--- config.mk ---
export PLATFORM = sky130hd
export DESIGN_NAME = des_key_schedule
export DESIGN_NICKNAME = d
export VERILOG_FILES = /design/src/rtl/des_key_schedule_pkg.sv /design/src/rtl/des_key_schedule_pc2.sv /design/src/rtl/des_key_schedule.sv
export SDC_FILE = /design/constraint.sdc
export NUM_CORES = 1
export LEC_CHECK = 0
export ABC_AREA = 1
export BUFFER_PORTS_ARGS = -buffer_cell sky130_fd_sc_hd__clkbuf_2
export CAP_MARGIN = 40
export CORE_MARGIN = 5
export CORE_UTILIZATION = 55
export DETAILED_ROUTE_END_ITERATION = 12
export GPL_TIMING_DRIVEN = 0
export PLACE_DENSITY = 0.79
export SLEW_MARGIN = 5
export SYNTH_ARGS = -nofsm -noshare
export SYNTH_HDL_FRONTEND = slang
export SYNTH_SLANG_ARGS = --single-unit
--- constraint.sdc ---
create_clock -name clk -period 3.4 [get_ports clk]
set_input_delay 0.68 -clock clk [delete_from_list [all_inputs] [get_ports clk]]
set_output_delay 0.68 -clock clk [all_outputs]
set_load 0.1 [all_outputs]
--- src/rtl/des_key_schedule_pkg.sv ---
// -----------------------------------------------------------------------------
// des_key_schedule_pkg
// Shared definitions for the DES key schedule controller:
//   - state_t        : controller state encoding (IDLE / ROUND)
//   - PC1_TBL        : permuted choice 1 (64-bit key -> 56-bit C||D), 1-based DES bit numbers
//   - PC2_TBL        : permuted choice 2 (56-bit C||D -> 48-bit round key), 1-based bit numbers
//   - ENC_SHIFT      : left-rotate amount applied when stepping from round r+1 to r+2
//   - DEC_SHIFT      : right-rotate amount applied when stepping backwards through the schedule
//   - pc1(), rot_left(), rot_right() : helpers used by the top level
// DES bit 1 is the MSB, so DES bit n of a W-bit vector lives at vector index W-n.
// -----------------------------------------------------------------------------
package des_key_schedule_pkg;

    typedef enum logic {
        IDLE  = 1'b0,
        ROUND = 1'b1
    } state_t;

    localparam int DES_ROUNDS = 16;

    localparam int PC1_TBL [56] = '{
        57, 49, 41, 33, 25, 17,  9,
         1, 58, 50, 42, 34, 26, 18,
        10,  2, 59, 51, 43, 35, 27,
        19, 11,  3, 60, 52, 44, 36,
        63, 55, 47, 39, 31, 23, 15,
         7, 62, 54, 46, 38, 30, 22,
        14,  6, 61, 53, 45, 37, 29,
        21, 13,  5, 28, 20, 12,  4
    };

    localparam int PC2_TBL [48] = '{
        14, 17, 11, 24,  1,  5,
         3, 28, 15,  6, 21, 10,
        23, 19, 12,  4, 26,  8,
        16,  7, 27, 20, 13,  2,
        41, 52, 31, 37, 47, 55,
        30, 40, 51, 45, 33, 48,
        44, 49, 39, 56, 34, 53,
        46, 42, 50, 36, 29, 32
    };

    // Entry 0 is consumed at load time (encrypt pre-rotates by 1, decrypt starts
    // from the unrotated PC-1 value which already equals C16/D16).
    localparam logic [1:0] ENC_SHIFT [16] = '{
        2'd1, 2'd1, 2'd2, 2'd2, 2'd2, 2'd2, 2'd2, 2'd2,
        2'd1, 2'd2, 2'd2, 2'd2, 2'd2, 2'd2, 2'd2, 2'd1
    };

    localparam logic [1:0] DEC_SHIFT [16] = '{
        2'd0, 2'd1, 2'd2, 2'd2, 2'd2, 2'd2, 2'd2, 2'd2,
        2'd1, 2'd2, 2'd2, 2'd2, 2'd2, 2'd2, 2'd2, 2'd1
    };

    // Parity bits (8,16,..,64 in 1-based numbering) never appear in PC1_TBL.
    function automatic logic [55:0] pc1(input logic [63:0] key);
        logic [55:0] cd;
        logic [5:0]  src;
        logic [5:0]  dst;
        cd = '0;
        for (int i = 0; i < 56; i++) begin
            src     = 6'(64 - PC1_TBL[i]);
            dst     = 6'(55 - i);
            cd[dst] = key[src];
        end
        return cd;
    endfunction

    function automatic logic [27:0] rot_left(input logic [27:0] v, input logic [1:0] n);
        logic [27:0] r;
        case (n)
            2'd1:    r = {v[26:0], v[27]};
            2'd2:    r = {v[25:0], v[27:26]};
            default: r = v;
        endcase
        return r;
    endfunction

    function automatic logic [27:0] rot_right(input logic [27:0] v, input logic [1:0] n);
        logic [27:0] r;
        case (n)
            2'd1:    r = {v[0], v[27:1]};
            2'd2:    r = {v[1:0], v[27:2]};
            default: r = v;
        endcase
        return r;
    endfunction

endpackage

--- src/rtl/des_key_schedule_pc2.sv ---
// -----------------------------------------------------------------------------
// des_key_schedule_pc2
// Combinational PC-2 compression permutation: C||D (56 bits) -> round key (48 bits).
// Ports:
//   cd         in  56  concatenated C (bits 55:28) and D (bits 27:0), MSB = DES bit 1
//   round_key  out 48  permuted round key, MSB = DES bit 1
// -----------------------------------------------------------------------------
module des_key_schedule_pc2
    import des_key_schedule_pkg::*;
(
    input  logic [55:0] cd,
    output logic [47:0] round_key
);

    always_comb begin
        logic [5:0] src;
        logic [5:0] dst;
        round_key = '0;
        for (int i = 0; i < 48; i++) begin
            src            = 6'(56 - PC2_TBL[i]);
            dst            = 6'(47 - i);
            round_key[dst] = cd[src];
        end
    end

endmodule

--- src/rtl/des_key_schedule.sv ---
// -----------------------------------------------------------------------------
// des_key_schedule
// Controller and key generator for an iterative DES datapath. A start strobe
// captures the key and direction, then for 16 cycles the block presents one
// round key per cycle (K1..K16 encrypt, K16..K1 decrypt) while steering the
// datapath load enable and source select. done_strobe_dout marks the cycle in
// which the datapath ciphertext is valid.
// Ports:
//   clk               in   1  rising-edge clock
//   reset             in   1  synchronous active-high reset (aborts a run)
//   start_strobe_din  in   1  start request, accepted only when idle
//   decrypt_din       in   1  direction, sampled with an accepted start
//   key_din           in  64  DES key, MSB = DES bit 1, parity bits ignored
//   enable_dout       out  1  datapath L/R load enable
//   source_sel_dout   out  1  0 = initial permutation, 1 = round feedback
//   round_key_dout    out 48  PC-2 of the current C/D registers
//   busy_dout         out  1  high while rounds are in progress (incl. done cycle)
//   done_strobe_dout  out  1  one-cycle pulse on the final round
// -----------------------------------------------------------------------------
module des_key_schedule
    import des_key_schedule_pkg::*;
#(
    parameter int ROUNDS = DES_ROUNDS
) (
    input  logic        clk,
    input  logic        reset,
    input  logic        start_strobe_din,
    input  logic        decrypt_din,
    input  logic [63:0] key_din,
    output logic        enable_dout,
    output logic        source_sel_dout,
    output logic [47:0] round_key_dout,
    output logic        busy_dout,
    output logic        done_strobe_dout
);

    localparam logic [3:0] LAST_ROUND = 4'(ROUNDS - 1);

    state_t      state;
    logic [3:0]  round_cnt;
    logic [27:0] c_reg;
    logic [27:0] d_reg;
    logic        mode;

    logic        last_round;
    logic        start_ok;
    logic [55:0] key_pc1;
    logic [3:0]  sched_idx;
    logic [1:0]  enc_n;
    logic [1:0]  dec_n;

    assign last_round = (round_cnt == LAST_ROUND);
    assign start_ok   = (state == IDLE) && start_strobe_din;
    assign key_pc1    = pc1(key_din);
    // Stepping out of round r uses schedule entry r+1; never evaluated past r=14.
    assign sched_idx  = round_cnt + 4'd1;
    assign enc_n      = ENC_SHIFT[sched_idx];
    assign dec_n      = DEC_SHIFT[sched_idx];

    always_ff @(posedge clk) begin
        if (reset) begin
            state     <= IDLE;
            round_cnt <= '0;
            c_reg     <= '0;
            d_reg     <= '0;
            mode      <= 1'b0;
        end else begin
            case (state)
                IDLE: begin
                    if (start_ok) begin
                        mode      <= decrypt_din;
                        round_cnt <= '0;
                        state     <= ROUND;
                        // Decrypt starts from C0/D0, which equal C16/D16
                        // because the full schedule rotates by 28.
                        if (decrypt_din) begin
                            c_reg <= key_pc1[55:28];
                            d_reg <= key_pc1[27:0];
                        end else begin
                            c_reg <= rot_left(key_pc1[55:28], 2'd1);
                            d_reg <= rot_left(key_pc1[27:0], 2'd1);
                        end
                    end
                end
                ROUND: begin
                    if (last_round) begin
                        // C/D deliberately held so the final key stays on the bus.
                        state <= IDLE;
                    end else begin
                        round_cnt <= round_cnt + 4'd1;
                        if (mode) begin
                            c_reg <= rot_right(c_reg, dec_n);
                            d_reg <= rot_right(d_reg, dec_n);
                        end else begin
                            c_reg <= rot_left(c_reg, enc_n);
                            d_reg <= rot_left(d_reg, enc_n);
                        end
                    end
                end
                default: state <= IDLE;
            endcase
        end
    end

    // Control outputs are pure decodes of the registered state, except the
    // idle-state enable which must load L0/R0 in the same cycle as the start.
    always_comb begin
        busy_dout        = (state == ROUND);
        source_sel_dout  = (state == ROUND);
        done_strobe_dout = (state == ROUND) && last_round;
        if (reset)
            enable_dout = 1'b0;
        else if (state == IDLE)
            enable_dout = start_strobe_din;
        else
            enable_dout = !last_round;
    end

    des_key_schedule_pc2 u_pc2 (
        .cd        ({c_reg, d_reg}),
        .round_key (round_key_dout)
    );

endmodule
==> metrics.md <==
| Metric | Value |
|---|---|
| Setup Skew | `0.00365 ns` |
| Cell accounting for the most synthesized area | `nand2_1` |
| Post-route DRC violation count | `0` |
| Largest net degree at the start of global routing | `11` |
| CTS HTree Levels | `3` |
| Seq/Total Area, Yosys | `18.0%` |
| Outcome | `finished clean` |
| Die area | `0.0148 mm^2` |
| Main synth FF type | `dfxtp_1` |
| Core area | `0.0121 mm^2` |
| I/O Buffers | `about 110` |
| Fin. Hold Viols | `0` |
| Seq cells post-synth | `between 60 and 70` |
| Final instance area | `0.00795 mm^2` |
| CTS tree | `done` |
| Fmax | `approximately 0.36 GHz` |
| Post-DP Area | `0.00765 mm^2` |
| Detailed Route WL | `20.3 mm` |
| Yosys warns | `0` |
| Initial core utilization | `56.8%` |
| Synth Instances | `1385` |
| Final hold slack | `0.509 ns` |
| Die W | `122 um` |
| Sinks on Clock Net | `62` |
| Power density over the cells | `about 500 mW/mm^2` |
| DR vias/cell | `between 4 and 5` |
| Commonest cells in the netlist | `nand2_1, nor2_1, inv_1, nand3_1, dfxtp_1` |
| Setup TNS | `0 ns` |
| Asr flop ratio synth | `0%` |
| First-pass GRT wire length | `34.3 mm` |
| Synthesized area per cell | `approximately 5 um^2` |
| Critical path class | `reg -> out` |
| WL/cell | `12.1 um` |
| Period utilisation layout | `between 80% and 90%` |
| Syn_nets | `1462` |
| Vias | `8197` |
| Final worst path period need | `~2.7 ns` |
| Clock Latency Late Sink | `0.34 ns` |
| DPL Wire Length | `14.6 mm` |
| DRT iter0 DRCs | `873` |
| MaxCap Viol Count | `0` |
| Rel. slew slack | `61.7%` |
| Crit-path max FO | `10` |
| Top cells by area, synth | `nand2_1, dfxtp_1, nand3_1` |
| Yosys cell types | `20` |
| Share of layout cells above drive strength 1 | `about 17%` |
| WP data arrival | `2.06 ns` |
| Die Y-Extent | `between 100 and 150 um` |
| Row count | `40` |
| I/O pin count | `120` |
| PostCTS Resize Cnt | `0` |
| Root buf cell | `clkbuf_16` |
| Vias in the first global route | `7347` |
| Worst Tran Pin Value | `around 0.57 ns` |
| Initial antenna violation count | `0` |
| # diodes | `0` |
| Hold WC Path Type | `reg -> reg` |
| Gpl congestion | `0.932` |
| CP Capture Type | `output port` |
| Post-route ant nets | `0` |
| Num CTS Buffers | `9` |
| Setup crit start kind | `flop` |
| Post-synth EDFFs | `0` |
| Congestion Overflow GR | `0` |
| Worst IR drop on VDD | `roughly 0.32 mV` |
| Area grow syn2layout | `15.6%` |
| Hold_buf cts | `0` |
| Setup Buffers After CTS | `0` |
| Leak | `around 0.005 uW` |
| Clock Path Buffers | `2` |
| Post-synth top area share | `31.5%` |
| Synthesized area | `between 0.006 and 0.007 mm^2` |
| Fin nets | `about 1600` |
| CP required | `2.72 ns` |
| Final setup margin | `0.657 ns` |
| Max Slew Vio Count | `0` |
| First-pass DRT Iterations | `5` |
| Most frequent cell after synthesis | `nand2_1` |
| Pre-CTS setup slack | `0.758 ns` |
| RSZ-0062 raised after global routing | `false` |
| Fillers | `1280` |
| GRT Total Usage | `approximately 28%` |
| Final setup violation count | `0` |
| Clock transition at path regs | `about 0.060 ns` |
==> area by class of cell <==
class / instances / area [um^2] / share of cell area, %
plain buffers: 132 / 826 / 10.4
clock buffers: 12 / 256 / 3.23
clock inverters: 4 / 45.0 / 0.567
inverters: 189 / 712 / 8.96
multi-input cells: 1002 / 4100 / 51.6
flip-flops and latches: 62 / 1240 / 15.6
well taps: 168 / 210 / 2.64
repair buffers: 111 / 556 / 6.99
==> layout by cell type (no fill, tap or decap) <==
cell type and n:
a21oi_1 5, buf_6 9, dfxtp_1 62, nand2_4 1, clkbuf_8 2, nand3_1 171, nor2_2 1, buf_2 57
clkbuf_2 111, clkbuf_16 9, buf_4 51, inv_2 4, nand2_1 578, ha_1 9, inv_1 184, o21ai_0 3
inv_4 1, nor2_1 227, o21a_1 1, clkinv_2 3, clkbuf_1 13, nand3_2 1, xor2_1 2, buf_1 3
bufinv_16 1, nand2_2 3
==> worst max-delay path: stages, from the launching register on <==
cell and delay [ns]:
dfxtp_1 0.38, ha_1 0.25, nand3_1 0.13, nand2_2 0.09, nand2_4 0.10, buf_6 0.16
inv_2 0.08, nor2_2 0.07, clkbuf_2 0.45
==> cells by family after synthesis <==
kind of cell / after synthesis / synth area share (%)
and+or+nand+nor: 982 / 57.0
AOI/OAI and AO/OA: 9 / 0.691
buffers and inverters: 321 / 22.4
adders and majority gates: 9 / 1.64
xor gates and xnor gates: 2 / 0.255
DFF: 62 / 18.0
==> per-layer routing <==
layer / track usage (%) / vias up / part of all wire [%]
met2: 43.5 / 333 / 45
met1: 37.9 / 3544 / 45
met5: 0 / - / 0
met4: 11.4 / 0 / 2.2
met3: 5.52 / 39 / 8.2
li1: - / 4281 / -
==> power breakdown <==
group	internal (uW)	total (uW)	switching (uW)
Clock	604	969	365
Combinational	549	1880	1340
Sequential	830	1010	176
==> path summary, 6_finish.rpt <==
path | start | endpoint | slack [ns] | depth (start not counted)
worst min register to register | round_cnt[3] | round_cnt[3] | 0.51 | 2
worst max register to register | round_cnt[1] | d_reg[8] | 0.72 | 20
worst max-delay path | round_cnt[1] | enable_dout | 0.66 | 8
worst min-delay path | round_cnt[3] | round_cnt[3] | 0.51 | 2
==> stage by stage <==
step | utilization [%] | cells | power [uW]
after floorplan | - | 1385 | 2530
after global placement | 63.1 | 1664 | 2860
after detailed placement | 63.1 | 1664 | 2890
after CTS | 65.6 | 1680 | 3860
after global routing | 65.6 | 1680 | 4100
final | 65.6 | 1680 | 3860
Note: power is estimated with default switching activity, not from simulation.
